[config.mk]
export PLATFORM = sky130hd
export DESIGN_NAME = pc_sequencer
export DESIGN_NICKNAME = d
export VERILOG_FILES = /design/src/rtl/pc_seq_pkg.sv /design/src/rtl/sat_counter.sv /design/src/rtl/pc_sequencer.sv
export SDC_FILE = /design/constraint.sdc
export NUM_CORES = 1
export LEC_CHECK = 0
export ABC_AREA = 0
export CORE_MARGIN = 2
export CORE_UTILIZATION = 35
export DETAILED_ROUTE_END_ITERATION = 12
export RECOVER_POWER = 50
export SLEW_MARGIN = 15
export SYNTH_ARGS = -nofsm -noshare
export SYNTH_HDL_FRONTEND = slang
export SYNTH_SLANG_ARGS = --single-unit
[constraint.sdc]
create_clock -name clk -period 5 [get_ports clk]
set_input_delay 1 -clock clk [delete_from_list [all_inputs] [get_ports clk]]
set_output_delay 1 -clock clk [all_outputs]
set_load 0.01 [all_outputs]
[src/rtl/pc_seq_pkg.sv]
// pc_seq_pkg: shared types and constants for the program-counter sequencer.
//   state_t     : sequencer state encoding (IDLE, RUN, HALTED)
//   CAUSE_*     : values reported on halt_cause
package pc_seq_pkg;

    typedef enum logic [1:0] {
        ST_IDLE   = 2'd0,
        ST_RUN    = 2'd1,
        ST_HALTED = 2'd2
    } state_t;

    localparam logic [1:0] CAUSE_NONE = 2'd0;  // not halted / freshly started
    localparam logic [1:0] CAUSE_ADDR = 2'd1;  // next PC matched halt_addr
    localparam logic [1:0] CAUSE_SELF = 2'd2;  // jump to the current PC
    localparam logic [1:0] CAUSE_END  = 2'd3;  // ran off the top of memory

endpackage

[src/rtl/sat_counter.sv]
// sat_counter: W-bit up-counter that sticks at all-ones instead of wrapping.
//   clk : rising-edge clock
//   rst : synchronous active-high reset to 0
//   clr : synchronous clear to 0 (same effect as rst, used for restarts)
//   inc : count up by one this edge unless already saturated
//   q   : current count
module sat_counter #(
    parameter int W = 16
) (
    input  logic         clk,
    input  logic         rst,
    input  logic         clr,
    input  logic         inc,
    output logic [W-1:0] q
);

    localparam logic [W-1:0] ONE = W'(1);
    localparam logic [W-1:0] MAX = '1;

    always_ff @(posedge clk) begin
        if (rst || clr) begin
            q <= '0;
        end else if (inc && (q != MAX)) begin
            q <= q + ONE;
        end
    end

endmodule

[src/rtl/pc_sequencer.sv]
// pc_sequencer: program-counter sequencer with stall, jump and hardware
// completion detection (halt address, self-jump, end of memory).
//   clk, rst       : clock and synchronous active-high reset
//   start          : leave IDLE, or restart from HALTED
//   stall          : hold the PC this cycle (RUN only)
//   jump_valid     : load jump_addr instead of incrementing (RUN only)
//   jump_addr      : jump target
//   halt_en        : enable halt-address detection
//   halt_addr      : address whose arrival halts the sequencer
//   pc             : current PC (registered)
//   running        : state is RUN
//   halted         : state is HALTED
//   halt_cause     : CAUSE_NONE / CAUSE_ADDR / CAUSE_SELF / CAUSE_END
//   cycle_count    : cycles spent in RUN (saturating)
//   retired_count  : RUN cycles without stall (saturating)
//
// Handshake: there is no valid/ready pair here; start, stall and jump_valid
// are level-sampled on every rising edge and act only in the states that
// use them.
module pc_sequencer
    import pc_seq_pkg::*;
#(
    parameter int                ADDR_W   = 4,
    parameter int                CNT_W    = 16,
    parameter logic [ADDR_W-1:0] RESET_PC = '0,
    parameter bit                WRAP     = 1'b0
) (
    input  logic              clk,
    input  logic              rst,
    input  logic              start,
    input  logic              stall,
    input  logic              jump_valid,
    input  logic [ADDR_W-1:0] jump_addr,
    input  logic              halt_en,
    input  logic [ADDR_W-1:0] halt_addr,
    output logic [ADDR_W-1:0] pc,
    output logic              running,
    output logic              halted,
    output logic [1:0]        halt_cause,
    output logic [CNT_W-1:0]  cycle_count,
    output logic [CNT_W-1:0]  retired_count
);

    localparam logic [ADDR_W-1:0] PC_ONE = ADDR_W'(1);
    localparam logic [ADDR_W-1:0] PC_MAX = '1;

    state_t            state, state_nxt;
    logic [ADDR_W-1:0] pc_nxt;
    logic [1:0]        cause_nxt;
    logic              cyc_inc, ret_inc, cnt_clr;
    logic [ADDR_W-1:0] cand_pc;   // computed next PC for jump / increment
    logic              at_end;    // increment would run off the top of memory

    always_ff @(posedge clk) begin
        if (rst) begin
            state      <= ST_IDLE;
            pc         <= RESET_PC;
            halt_cause <= CAUSE_NONE;
        end else begin
            state      <= state_nxt;
            pc         <= pc_nxt;
            halt_cause <= cause_nxt;
        end
    end

    always_comb begin
        state_nxt = state;
        pc_nxt    = pc;
        cause_nxt = halt_cause;
        cyc_inc   = 1'b0;
        ret_inc   = 1'b0;
        cnt_clr   = 1'b0;
        cand_pc   = pc;
        at_end    = 1'b0;

        case (state)
            ST_IDLE: begin
                if (start) begin
                    state_nxt = ST_RUN;
                end
            end

            ST_RUN: begin
                cyc_inc = 1'b1;
                if (!stall) begin
                    // The halting edge still retires the current instruction.
                    ret_inc = 1'b1;
                    if (jump_valid && (jump_addr == pc)) begin
                        state_nxt = ST_HALTED;
                        cause_nxt = CAUSE_SELF;
                    end else begin
                        if (jump_valid) begin
                            cand_pc = jump_addr;
                        end else if (pc == PC_MAX) begin
                            cand_pc = '0;
                            at_end  = !WRAP;
                        end else begin
                            cand_pc = pc + PC_ONE;
                        end

                        if (at_end) begin
                            state_nxt = ST_HALTED;
                            cause_nxt = CAUSE_END;
                        end else begin
                            pc_nxt = cand_pc;
                            // Only a computed next PC can match, so a
                            // halt_addr equal to RESET_PC never fires on start.
                            if (halt_en && (cand_pc == halt_addr)) begin
                                state_nxt = ST_HALTED;
                                cause_nxt = CAUSE_ADDR;
                            end
                        end
                    end
                end
            end

            ST_HALTED: begin
                if (start) begin
                    state_nxt = ST_RUN;
                    pc_nxt    = RESET_PC;
                    cause_nxt = CAUSE_NONE;
                    cnt_clr   = 1'b1;
                end
            end

            default: begin
                state_nxt = ST_IDLE;
                pc_nxt    = RESET_PC;
                cause_nxt = CAUSE_NONE;
            end
        endcase
    end

    assign running = (state == ST_RUN);
    assign halted  = (state == ST_HALTED);

    sat_counter #(.W(CNT_W)) u_cycle_cnt (
        .clk (clk),
        .rst (rst),
        .clr (cnt_clr),
        .inc (cyc_inc),
        .q   (cycle_count)
    );

    sat_counter #(.W(CNT_W)) u_retired_cnt (
        .clk (clk),
        .rst (rst),
        .clr (cnt_clr),
        .inc (ret_inc),
        .q   (retired_count)
    );

endmodule

== After elaboration in Yosys (flattened, before gate mapping) ==
Cells that the tools add are included.

* Flip-flop bits (word level): 40
* Logic and storage cells: 64

* Add/subtract/negate cells: 3
* Equality and inequality tests: 13
* Bitwise operators: 1
* Mux-type cells: 32
* Reduce and logical (&&, ||, !) cells: 10

{| class="wikitable"
|+ Operators with widths
! cell !! count
|-
| 4-bit two-way mux || 9
|-
| 16-bit by 1-bit adder with 16-bit output, second input constant || 2
|-
| 16-bit inequality test, second input constant || 2
|-
| 2-bit two-way mux || 10
|-
| 4-bit case mux with 3 select lines || 1
|-
| 1-bit two-way mux || 10
|-
| 4-bit equality test || 2
|-
| 2-bit inequality test, second input constant || 4
|-
| 2-bit case mux with 3 select lines || 1
|-
| 5-bit AND reduction || 1
|-
| 4-bit by 1-bit adder with 4-bit output, second input constant || 1
|-
| 4-bit equality test, second input constant || 1
|-
| 1-bit logical AND || 4
|-
| 4-bit by 1-bit inequality test with 1-bit output, second input constant || 1
|-
| 2-bit case mux with 2 select lines || 1
|-
| 4-bit AND reduction || 1
|-
| 3-bit AND reduction || 1
|-
| 2-bit by 1-bit equality test with 1-bit output, second input constant || 1
|-
| 2-bit equality test, second input constant || 1
|-
| 2-bit logical NOT || 1
|-
| 2-bit by 1-bit inequality test with 1-bit output, second input constant || 1
|-
| 2-bit OR reduction || 1
|-
| 1-bit logical OR || 1
|-
| 1-bit NOT || 1
|}

== Longest topological paths before layout ==
* Depth in word-level cells: 13
* Depth in mapped cells: 8
* Gate-level depth less buffers: 7

== Modules after synthesis ==
Synthesis repeated with hierarchy kept, for this count alone.

* Cell total of the unflattened synthesis: 263
* Area, all modules: 2311.0 µm²

{| class="wikitable"
|+ Modules (own cells, without submodules)
! module !! instances !! sequential area each (µm²) !! area each (µm²) !! cells an instance
|-
| sat_counter || 2 || 320.3 || 847.1 || 95
|-
| pc_sequencer || 1 || 160.2 || 616.8 || 73
|}

== Least setup slack after synthesis ==
No wires, ideal clock.

* Kind: input to register
* Start: in jump_valid
* End: reg halt_cause[0]
* Path buffers: 1
* Setup time: 0.072 ns
* Required time: 4.928 ns
* Stages on the path: 6
* Data arrival time: 2.194 ns
* Setup slack: 2.734 ns
* Path through: buf_2 a211o_1 a211oi_2 a41oi_1 a21oi_1 mux2i_1

* Word-level cells in the longest chain between the ends: 8
* Elaborated cells on any way between the ends: 17

{| class="wikitable"
|+ RTL lines
! what !! RTL line !! RTL
|-
| from (decl) || pc_sequencer.sv:32 || <nowiki>input logic jump_valid,</nowiki>
|-
| 4-bit two-way mux / 1-bit two-way mux (equally long branches) || pc_sequencer.sv:92 || <nowiki>if (jump_valid) begin</nowiki>
|-
| 4-bit two-way mux / 1-bit two-way mux (equally long branches) || pc_sequencer.sv:88 || <nowiki>if (jump_valid && (jump_addr == pc)) begin</nowiki>
|-
| 4-bit two-way mux / 1-bit two-way mux (equally long branches) || pc_sequencer.sv:85 || <nowiki>if (!stall) begin</nowiki>
|-
| 4-bit two-way mux / 1-bit two-way mux (equally long branches) || pc_sequencer.sv:76 || <nowiki>case (state)</nowiki>
|-
| 4-bit equality test / 2-bit two-way mux (equally long branches) || pc_sequencer.sv:108, pc_sequencer.sv:101 ||
|-
| 1-bit logical AND / 2-bit two-way mux (equally long branches) || pc_sequencer.sv:108, pc_sequencer.sv:88 ||
|-
| 4-bit by 1-bit inequality test with 1-bit output (no line) / 2-bit two-way mux (equally long branches) || -- ||
|-
| 4-bit AND reduction (no line) / 2-bit case mux with 3 select lines (equally long branches) || -- ||
|-
| to (signal assigned) || pc_sequencer.sv:62 || <nowiki>halt_cause <= cause_nxt;</nowiki>
|-
| to (decl) || pc_sequencer.sv:39 || <nowiki>output logic [1:0] halt_cause,</nowiki>
|}

Parallel ways exist; a longest one is shown, timed or not. The select of a mux whose other input is x is not followed.
A chain may end at the register's enable or synchronous reset.

== Final worst setup path ==
Same ends and word-level chain as after synthesis.

==> impl_metrics.csv <==
group,metric,value,unit
worst_setup_path,criticalPathCategory,"in2reg",
yosys,yosysTopAreaCell,"dfxtp_1",
worst_setup_path,r2r_cells,7,
hold_path,min_to,"halt_cause[0]",
global_routing,grt_first_pass_wirelength,7960,um
floorplanning,die-area,6710,sq um
pwr,comb_power_share,0.094,
cts,post_cts_buffers,0,
hold_path,whs_path_depth,2,
hold_path,holdCritPathClass,"reg2reg",
cts,cts-root-buf,"clkbuf_8",
worst_setup_path,crit_path_top_delay_cell,"clkdlybuf4s50_1",
worst_setup_path,cp_top_family,"buffers and inverters",
yosys,synth_top_family_by_area,"simple AND/OR/NAND/NOR gates",
placed_design,port_buffers,53,
final_layout,syn2layout_area_growth,32.5,%
sta,max_slew_margin,0.313,
final_layout,final_nets,306,
sta,grt_setup_unrepaired,"false",
final_layout,drive_gt1_frac,0.0657,
pwr,p_leak,1.13,nW
sta,hold_viol_final,0,
worst_setup_path,crit_arrival,3.00,ns
worst_setup_path,crit_top_cell,"mux2i_1",
worst_setup_path,critPathCaptureType,"register",
global_routing,antenna_found_initial,0,
yosys,ys_types,49,
yosys,netlist.area_leader.share,0.377,
yosys,avgSynthCellArea,8.92,sq um
worst_setup_path,crit_buf_inv,1,
floorplanning,core-area,5890,sq um
pwr,clkPwrFrac,0.439,
pwr,p_sw_frac,0.217,
drt,drtIter0Drc,118,
global_routing,first_global_vias,1750,
sta,fin_crit,2.78,ns
yosys,synth_xor_area_frac,0.140,
cts,clkLatencyLatePin,0.29,ns
placed_design,placed_area,2690,sq um
placed_design,dp_hpwl,3430,um
yosys,synth_fa_ha_area_frac,0.0177,
cts,postCtsHoldBufs,0,
drt,postRouteAntennaNets,0,
yosys,synth.mux.area_fraction,0.0236,
sta,skew,0.00865,ns
worst_setup_path,timing.rr.end,"halt_cause[0]",
floorplanning,io_pins,54,
drt,dr_wl_met2,2070,um
yosys,ys_seq_area_frac,0.377,
worst_setup_path,slowest_delay,0.79,ns
worst_setup_path,crit_chain,"clkdlybuf4s50_1 -> mux2i_1 -> xnor2_1 -> a211oi_2 -> a41oi_1 -> a21oi_1 -> mux2i_1",
placed_design,routabilityCongestion,0.770,
drt,met3_wirelength,289,um
floorplanning,die_h,81.9,um
cts,cts.path.max_buffers,2,
global_routing,grt_max_degree,33,
cts,clock_sinks,40,
sta,slew_viol_final,0,
worst_setup_path,critPathLaunchType,"input port",
flow_run,maxCapViolations,0,
pwr,p_sw,0.000152,W
yosys,synthArstFlopShare,0,
worst_setup_path,reg2reg_slack,2.92,ns
global_routing,overflow,0,
cts,cts_tree,"built",
final_layout,postLayoutCellArea,2810,sq um
yosys,synth_warnings,0,
worst_setup_path,reg2reg_from,"pc[0]",
pwr,ir_worst_vdd,0.156,mV
drt,drc,0,
sta,period_share,0.557,
final_layout,multi_input_area,1240,sq um
drt,topRoutingLayerUsed,"met4",
placed_design,dp_slack,1.89,ns
yosys,synth_area,2120,sq um
pwr,p_per_area,250,nW/um^2
floorplanning,initial_core_util,0.361,
yosys,synth-edff-count,0,
yosys,synthTopCellsByArea,"dfxtp_1 (38%), xor2_1 (12%), nor2_1 (6.2%)",
hold_path,min-delay-start,"halt_cause[0]",
drt,wl_per_cell,13.2,um
final_layout,regArea,801,sq um
cts,htreeDepth,2,
floorplanning,die_x,81.9,um
yosys,netlist_instances,238,
yosys,synthTopCellsByCount,"dfxtp_1 (40), nor2_1 (35), xor2_1 (28)",
yosys,synth_seq_cells,40,
final_layout,num-fill-cells,590,
cts,post_cts_resized,0,
yosys,syn-num-nets,255,
sta,finalWorstSetupSlack,2.22,ns
sta,worstMarginPinSlew,1.03,ns
yosys,yosysMostFrequentCell,"dfxtp_1",
pwr,p_int,0.000551,W
global_routing,track_usage,0.151,
cts,numCtsBuffers,5,
drt,vias,1846,
pwr,p_seq_frac,0.467,
final_layout,antenna_cells,0,
sta,fmax,0.359,GHz
yosys,synth_compound_area_frac,0.133,
status,status,"complete, no violations",
drt,via_per_inst,5.07,
yosys,yosys.area_share.simple,0.270,
yosys,synth_flop_cell,"dfxtp_1",
sta,setup_violations,0,
drt,drt-met1-wl,2380,um
drt,dr.pass1.iters,4,
worst_setup_path,required,5.22,ns
worst_setup_path,path_max_fanout,13,
cts,clkTransAtPathRegs,0.08,ns
sta,tns,0,ns
floorplanning,rows,28,
drt,finalWirelength,4810,um
[placed cells by master, fill, tap and decap left out, drive strengths merged, types with 2 or more instances in the layout]
cell           netlist  routed
dfxtp               40      40
nor2                35      35
dlygate4sd3          0      35
xor2                28      28
clkdlybuf4s50        0      18
nand2               15      15
nand4               13      13
a21oi               11      11
nand3                7       7
nand2b               6       6
xnor2                6       6
inv                  5       5
mux2i                5       5
clkbuf               4       5
or3                  5       5
nor3                 5       5
and4                 5       5
and3                 5       5
and2                 4       4
o21ai                4       4
nor2b                3       3
ha                   3       3
and4b                2       2
a22oi                2       2
a211o                2       2
bufinv               0       2
a31oi                2       2
nor3b                2       2
a311oi               2       2
[state kept, by name, summed over array words and instances, names as in the netlist]
| register | count |
|---|---|
| pc | 4 |
| halt_cause | 2 |
| u_retired_cnt.q | 16 |
| state | 2 |
| u_cycle_cnt.q | 16 |
[worst reg2reg max path: cells and delay by family (launching register included)]
kind / cells / cell delay, ns
flip-flops: 1 / 0.51
multiplexers: 1 / 0.20
adder cells (fa/ha/maj): 1 / 0.32
AO/OA/AOI/OAI: 5 / 1.00
[metal layers]
metal | global-route usage | vias to the layer above
met5 | 0 | -
met2 | 0.233 | 48
met1 | 0.203 | 849
met3 | 0.0429 | 7
met4 | 0.0517 | 0
li1 | - | 942
[per-stage QoR]
step	utilization	hold WS [ns]	power [W]	cells
finish	0.478	0.477	0.000703	364
floorplan	-	0.493	0.000378	238
global placement	0.456	0.467	0.000403	357
CTS	0.478	0.491	0.000713	364
global route	0.478	0.537	0.000730	364
detailed placement	0.456	0.482	0.000403	357
[power by group through the flow]
stage | combinational (W) | clock (W) | sequential, W
2_1_floorplan | 0.0000421 | 0 | 0.000336
3_3_place_gp | 0.0000674 | 0 | 0.000335
3_5_place_dp | 0.0000677 | 0 | 0.000336
4_1_cts | 0.0000683 | 0.000316 | 0.000328
5_1_grt | 0.0000744 | 0.000326 | 0.000329
6_report | 0.0000663 | 0.000309 | 0.000328
[worst max path at each step]
stage / from / slack, ns / to / cells after the start
4_1_cts: jump_valid / 2.20 / halt_cause[0] / 7
6_report: jump_valid / 2.22 / halt_cause[0] / 7
3_5_place_dp: jump_valid / 1.89 / halt_cause[0] / 7
5_1_grt: jump_valid / 2.02 / halt_cause[0] / 7
3_3_place_gp: jump_valid / 1.97 / halt_cause[0] / 7
2_1_floorplan: jump_valid / 2.73 / halt_cause[0] / 6
[cell type report]
type	count	area share
Tap cell	75	0.0334
Sequential cell	40	0.285
Inverter	5	0.00667
Clock inverter	2	0.0214
Clock buffer	5	0.0245
Timing Repair Buffer	53	0.189
Multi-Input combinational cell	184	0.441
[cells by family after synthesis]
group	after synthesis
AO/OA/AOI/OAI	35
adder cells (fa/ha/maj)	3
flip-flops	40
multiplexers	5
XOR/XNOR	34
buffers and inverters	14
AND/OR/NAND/NOR	107
Note: power is estimated with default switching activity, not from simulation.
